==> config.mk <==
export PLATFORM = sky130hd
export DESIGN_NAME = mul_sequencer
export DESIGN_NICKNAME = d
export VERILOG_FILES = /design/src/rtl/mul_sequencer.sv
export SDC_FILE = /design/constraint.sdc
export NUM_CORES = 1
export LEC_CHECK = 0
export ABC_CLOCK_PERIOD_IN_PS = 5850
export CAP_MARGIN = 10
export CORE_MARGIN = 2
export CORE_UTILIZATION = 40
export DETAILED_ROUTE_END_ITERATION = 8
export GPL_TIMING_DRIVEN = 0
export PLACE_DENSITY = 0.66
export SYNTH_ARGS = -nofsm -noshare
export SYNTH_HDL_FRONTEND = slang
export SYNTH_SLANG_ARGS = --single-unit
==> constraint.sdc <==
create_clock -name clk -period 5.85 [get_ports clk]
set_input_delay 1.17 -clock clk [delete_from_list [all_inputs] [get_ports clk]]
set_output_delay 1.17 -clock clk [all_outputs]
set_load 0.05 [all_outputs]
==> src/rtl/mul_sequencer.sv <==
// mul_sequencer: EX-stage controller for the iterative M-extension multiplier.
// It accepts a multiply from EX and stalls EX while the op runs. It issues a
// one-cycle start to the multiplier, waits for done (bounded by a timeout), and
// returns the result with its rd to writeback. A one-entry value-tagged result
// cache lets a repeated identical multiply complete without re-running the
// multiplier. After a flush it drains a multiply that is still in flight.
//
// Ports
//   clk, rst                 clock (rising edge), async active-low reset
//   ex_valid, ex_mul_op,     op request from EX (fields stable while stall_ex)
//   ex_rs1, ex_rs2, ex_rd
//   flush                    kill the current op
//   stall_ex                 hold EX (combinational)
//   wb_valid, wb_rd, wb_data one-cycle writeback strobe with rd and result
//   mul_err                  one-cycle pulse when an op times out (with RESP)
//   mul_start                start pulse to the multiplier
//   mul_opcode, mul_op1,     registered op/operands to the multiplier
//   mul_op2
//   mul_done, mul_result     completion and result from the multiplier
//
// state | meaning
// IDLE  | waiting for an op from EX; cache lookup happens here
// ISSUE | start pulse to the multiplier, timeout counter cleared
// WAIT  | waiting for mul_done or timeout
// RESP  | writeback strobe (suppressed by flush)
// DRAIN | flushed op still in the multiplier; wait for done/timeout, discard

module mul_sequencer #(
    parameter int TIMEOUT_CYCLES = 40,
    parameter bit CACHE_EN       = 1'b1
) (
    input  logic        clk,
    input  logic        rst,
    input  logic        ex_valid,
    input  logic [1:0]  ex_mul_op,
    input  logic [31:0] ex_rs1,
    input  logic [31:0] ex_rs2,
    input  logic [4:0]  ex_rd,
    input  logic        flush,
    output logic        stall_ex,
    output logic        wb_valid,
    output logic [4:0]  wb_rd,
    output logic [31:0] wb_data,
    output logic        mul_err,
    output logic        mul_start,
    output logic [1:0]  mul_opcode,
    output logic [31:0] mul_op1,
    output logic [31:0] mul_op2,
    input  logic        mul_done,
    input  logic [31:0] mul_result
);

    localparam int CW = $clog2(TIMEOUT_CYCLES + 1);
    localparam logic [CW-1:0] LIMIT = CW'(TIMEOUT_CYCLES);

    typedef enum logic [2:0] {
        IDLE  = 3'd0,
        ISSUE = 3'd1,
        WAIT  = 3'd2,
        RESP  = 3'd3,
        DRAIN = 3'd4
    } state_t;

    state_t state, state_next;

    logic [CW-1:0] cnt;
    logic          cache_valid;
    logic [1:0]    cache_op;
    logic [31:0]   cache_rs1;
    logic [31:0]   cache_rs2;
    logic [31:0]   cache_data;

    logic accept;
    logic hit;
    logic timeout;

    assign accept  = (state == IDLE) && ex_valid && !flush;
    assign hit     = CACHE_EN && cache_valid && (cache_op == ex_mul_op) &&
                     (cache_rs1 == ex_rs1) && (cache_rs2 == ex_rs2);
    assign timeout = (cnt == LIMIT);

    always_ff @(posedge clk or negedge rst) begin
        if (!rst) begin
            state <= IDLE;
        end else begin
            state <= state_next;
        end
    end

    // Flush outranks mul_done, and mul_done outranks timeout in the same cycle.
    always_comb begin
        state_next = state;
        stall_ex   = ex_valid;
        mul_start  = 1'b0;
        wb_valid   = 1'b0;
        case (state)
            IDLE: begin
                if (accept) begin
                    state_next = hit ? RESP : ISSUE;
                end
            end
            ISSUE: begin
                mul_start  = 1'b1;
                state_next = flush ? DRAIN : WAIT;
            end
            WAIT: begin
                if (flush) begin
                    state_next = DRAIN;
                end else if (mul_done || timeout) begin
                    state_next = RESP;
                end
            end
            RESP: begin
                stall_ex   = 1'b0;
                wb_valid   = !flush;
                state_next = IDLE;
            end
            DRAIN: begin
                if (mul_done || timeout) begin
                    state_next = IDLE;
                end
            end
            default: begin
                state_next = IDLE;
            end
        endcase
    end

    always_ff @(posedge clk or negedge rst) begin
        if (!rst) begin
            cnt         <= '0;
            cache_valid <= 1'b0;
            cache_op    <= '0;
            cache_rs1   <= '0;
            cache_rs2   <= '0;
            cache_data  <= '0;
            wb_rd       <= '0;
            wb_data     <= '0;
            mul_err     <= 1'b0;
            mul_opcode  <= '0;
            mul_op1     <= '0;
            mul_op2     <= '0;
        end else begin
            mul_err <= 1'b0;
            case (state)
                IDLE: begin
                    if (accept) begin
                        wb_rd <= ex_rd;
                        if (hit) begin
                            wb_data <= cache_data;
                        end else begin
                            mul_opcode <= ex_mul_op;
                            mul_op1    <= ex_rs1;
                            mul_op2    <= ex_rs2;
                        end
                    end
                end
                ISSUE: begin
                    cnt <= '0;
                end
                WAIT: begin
                    if (!timeout) begin
                        cnt <= cnt + 1'b1;
                    end
                    if (!flush) begin
                        if (mul_done) begin
                            wb_data     <= mul_result;
                            cache_valid <= 1'b1;
                            cache_op    <= mul_opcode;
                            cache_rs1   <= mul_op1;
                            cache_rs2   <= mul_op2;
                            cache_data  <= mul_result;
                        end else if (timeout) begin
                            wb_data <= '0;
                            mul_err <= 1'b1;
                        end
                    end
                end
                DRAIN: begin
                    // Keeps counting from WAIT so the bound is measured from issue.
                    if (!timeout) begin
                        cnt <= cnt + 1'b1;
                    end
                end
                default: begin
                end
            endcase
        end
    end

endmodule

==> results.py, run 1 <==
metrics = {
    "logic_synthesis": {
        "synth_edf_count": 0,
        "syn_area_um2": 9788,
        "syn_area_per_cell_um2": 13.10,
        "synthFlopType": "dfrtp_1",
        "yosysSeqAreaShare": 0.5420,
        "synthArstFlopShare": 1.000,
        "syn-instance-count": 747,
        "syn-num-nets": 857,
        "yosysUniqueCellTypes": 42,
        "synth_seq_cells": 212,
        "yosysWarnings": 0,
    },
    "cts": {
        "cts_hold_buf": 0,
        "cts_resized": 0,
        "cts.htree.levels": 1,
        "cts_made_buffers": 23,
        "cts_sinks": 212,
        "cts_buffer_depth": 3,
        "cts_setup_buffers": 0,
        "clk_pin_slew_ns": 0.06,
        "cts_tree": "yes",
        "clock_latency_ns": 0.50,
        "root_buffer": "clkbuf_16",
    },
    "route": {
        "wl_per_cell_um": 18.20,
        "wl_mm": 24.09,
        "via_per_inst": 4.924,
        "route.vias.total": 6514,
        "first_pass_iters": 4,
        "first_iter_violations": 321,
        "drc": 0,
        "antenna_left": 0,
    },
    "global_route": {
        "antenna_found_initial": 0,
        "grt_pass1_vias": 6610,
        "overflow": 0,
        "grt_pass1_wl_mm": 37.58,
        "grt_max_degree": 112,
        "grt.total_usage": 0.1849,
    },
    "floorplanning": {
        "io_pins": 215,
        "die-area_um2": 25740,
        "coreArea_um2": 24180,
        "die_h_um": 160.4,
        "start_util": 0.4049,
        "rows": 57,
        "die_w_um": 160.4,
    },
    "min_path": {
        "hold_path_class": "reg -> reg",
        "min_path_cells": 1,
        "hp-start": "cache_data[21]",
        "hold_path_end": "cache_data[21]",
    },
    "power_and_ir_drop": {
        "power.density_nw_per_um2": 579.5,
        "leakage_nw": 5.751,
        "peakVddDrop_uv": 296.4,
    },
    "worst_setup_path": {
        "rr_startpoint": "state[0]",
        "ff2ff_path_depth": 7,
        "cp-startpoint": "flush",
        "r2r-end": "cache_rs1[30]",
        "crit_path_end_kind": "primary output",
        "r2r_setup_slack_ns": 3.28,
        "cpMaxStageDelayCell": "clkdlybuf4s50_1",
        "required_ns": 4.68,
        "path_cells": "clkdlybuf4s50_1, nor3_1, clkdlybuf4s50_1",
        "critical_path_buf_inv_count": 2,
        "cp.arrival_ns": 2.86,
        "cpLargestDelayFamily": "buffers and inverters",
        "startpoint_type": "input pin",
        "worst-setup-path-type": "in -> out",
        "cpPeakStageDelay_ns": 0.87,
        "crit_top_cell": "clkdlybuf4s50_1",
        "crit_fanout": 7,
    },
    "cells_and_area": {
        "nets": 1096,
        "insertedDiodeCount": 0,
        "drive_gt1_frac": 0.2513,
        "area_delta_synth_final_pct": 33.48,
    },
    "timing": {
        "slew_headroom": 0.4325,
        "setup_viol": 0,
        "rsz0062_at_grt": "no",
        "tightest_slew_ns": 0.8513,
        "hold_viol_final": 0,
        "fin_crit_ns": 4.030,
        "timing.final.ws_setup_ns": 1.820,
        "worst_hold_slack_ns": 0.5025,
        "fmax_ghz": 0.2481,
        "slew_violations": 0,
        "finalCritPeriodShare": 0.6889,
        "fin_worst_skew_ns": 0.01244,
    },
    "placed_design": {
        "port_buffers": 213,
        "hpwlAfterDp_mm": 17.48,
        "dp_slack_ns": 1.851,
        "gp_congestion": 0.8250,
    },
    "run_status": {
        "outcome": "completed",
    },
    "run": {
        "maxCapViolCount": 0,
    },
}
-- synth_stat cells, types with 2 or more instances --
| library cell | count | area (um2) |
|---|---|---|
| dfrtp_1 | 212 | 5305 |
| mux2_2 | 129 | 1453 |
| nand2_1 | 86 | 322.8 |
| mux2_4 | 70 | 1051 |
| xor2_1 | 38 | 332.8 |
| o21ai_0 | 35 | 175.2 |
| inv_1 | 25 | 93.84 |
| clkbuf_1 | 21 | 78.83 |
| nor4_1 | 14 | 87.58 |
| xnor2_1 | 12 | 105.1 |
| nand2b_1 | 11 | 68.82 |
| o22ai_1 | 11 | 68.82 |
| nand4_1 | 9 | 56.30 |
| nor2_1 | 7 | 26.28 |
| nor3_1 | 7 | 35.03 |
| buf_2 | 5 | 25.02 |
| buf_6 | 5 | 56.30 |
| a21oi_1 | 4 | 20.02 |
| a31oi_1 | 4 | 25.02 |
| nand3_1 | 4 | 20.02 |
| nor2b_1 | 4 | 25.02 |
| and3_1 | 3 | 18.77 |
| buf_12 | 3 | 60.06 |
| o2111ai_1 | 3 | 26.28 |
| a221oi_1 | 2 | 17.52 |
| buf_1 | 2 | 7.510 |
| ha_1 | 2 | 25.02 |
| mux2_1 | 2 | 22.52 |
| nand4b_1 | 2 | 17.52 |
| nor4bb_1 | 2 | 20.02 |
| o21a_1 | 2 | 15.01 |
-- cell families after synthesis --
| family | Yosys count | synth area share |
|---|---|---|
| buffers and inverters | 61 | 0.03285 |
| adders and majority gates | 2 | 0.002556 |
| AOI/OAI and AO/OA | 65 | 0.04218 |
| DFF | 212 | 0.5420 |
| and+or+nand+nor | 156 | 0.07759 |
| xor gates and xnor gates | 50 | 0.04474 |
| muxes | 201 | 0.2581 |
-- power by group --
group / internal [W] / switching [W] / total [W]
clock: 0.000806 / 0.000556 / 0.00136
sequential: 0.00215 / 0.000465 / 0.00262
combinational: 0.00154 / 0.00205 / 0.00359
total: 0.00450 / 0.00307 / 0.00757
-- per-stage QoR --
step / area, um2 / power [W] / cells / setup TNS, ns / util
2_1_floorplan: 9788 / 0.005038 / 747 / 0 / -
3_3_place_gp: 12330 / 0.006187 / 1284 / -1176.27 / 0.5098
3_5_place_dp: 12360 / 0.006253 / 1285 / 0 / 0.5112
4_1_cts: 13070 / 0.007661 / 1323 / 0 / 0.5404
5_1_grt: 13070 / 0.007961 / 1323 / 0 / 0.5404
6_report: 13070 / 0.007571 / 1323 / 0 / 0.5404
-- registers in the layout (all words and copies together) (netlist names) --
register	count
cache_data	32
cache_op	2
cache_rs1	32
cache_rs2	32
cache_valid	1
cnt	6
mul_err	1
mul_op1	32
mul_op2	32
mul_opcode	2
state	3
wb_data	32
wb_rd	5
-- layer usage --
layer  GRT usage  vias up  wire length, um
met4     0.03481        0              437
met2      0.2998      187            11110
met5           0        -                0
met3     0.04726       29             1616
li1            -     3082                -
met1      0.2542     3216            10920
-- layout by cell type, fill, tap and decap left out, types with 2 or more instances in the layout --
cell	instances
nor4_1	14
buf_6	5
and3_1	3
nor4bb_1	2
inv_1	25
ha_1	2
clkbuf_1	27
nand2b_1	11
xor2_1	38
nand2_1	86
clkbuf_8	7
mux2_1	2
mux2_2	129
nor3_1	7
nor2b_1	4
a21oi_1	4
nor2_1	7
buf_1	2
o22ai_1	11
buf_12	3
o21ai_0	35
o21a_1	2
a31oi_1	4
nand4_1	9
a221oi_1	2
nand3_1	4
buf_2	5
nand4b_1	2
dfrtp_1	212
clkdlybuf4s50_1	212
xnor2_1	12
clkbuf_16	23
o2111ai_1	3
mux2_4	70
-- worst max path at each step --
stage | to | depth (start not counted)
CTS | wb_valid | 3
finish | wb_valid | 3
global placement | mul_op2[8] | 1
detailed placement | wb_valid | 3
floorplan | wb_valid | 1
global route | wb_valid | 3
-- cell type report --
cell class	instances	area, um2
fillers	2074	11110
flip-flops and latches	212	5305
multi-input cells	474	4161
repair buffers	214	2165
clock buffers	36	694.4
well taps	324	405.4
plain buffers	36	227.7
inverters	25	93.84
clock inverters	2	12.51
(Power assumes the default switching activity.)
==> run 2, diff against run 1 <==
ABC_CLOCK_PERIOD_IN_PS = 4150   (was 5850)
clock period = 4.15 ns   (was 5.85 ns; I/O delays follow)
==> results of run 2 <==
The final DEF is identical to that of run 1. Status: completed.
Among the figures that moved: setup slack after placement 1.851 ns -> 0.6514 ns; setup slack after layout 1.820 ns -> 0.7997 ns; hold slack 0.5025 ns -> 0.3658 ns; register-to-register setup slack 3.28 ns -> 1.58 ns; total power 0.007571 W -> 0.01067 W; worst IR drop on VDD 296.4 uV -> 417.8 uV
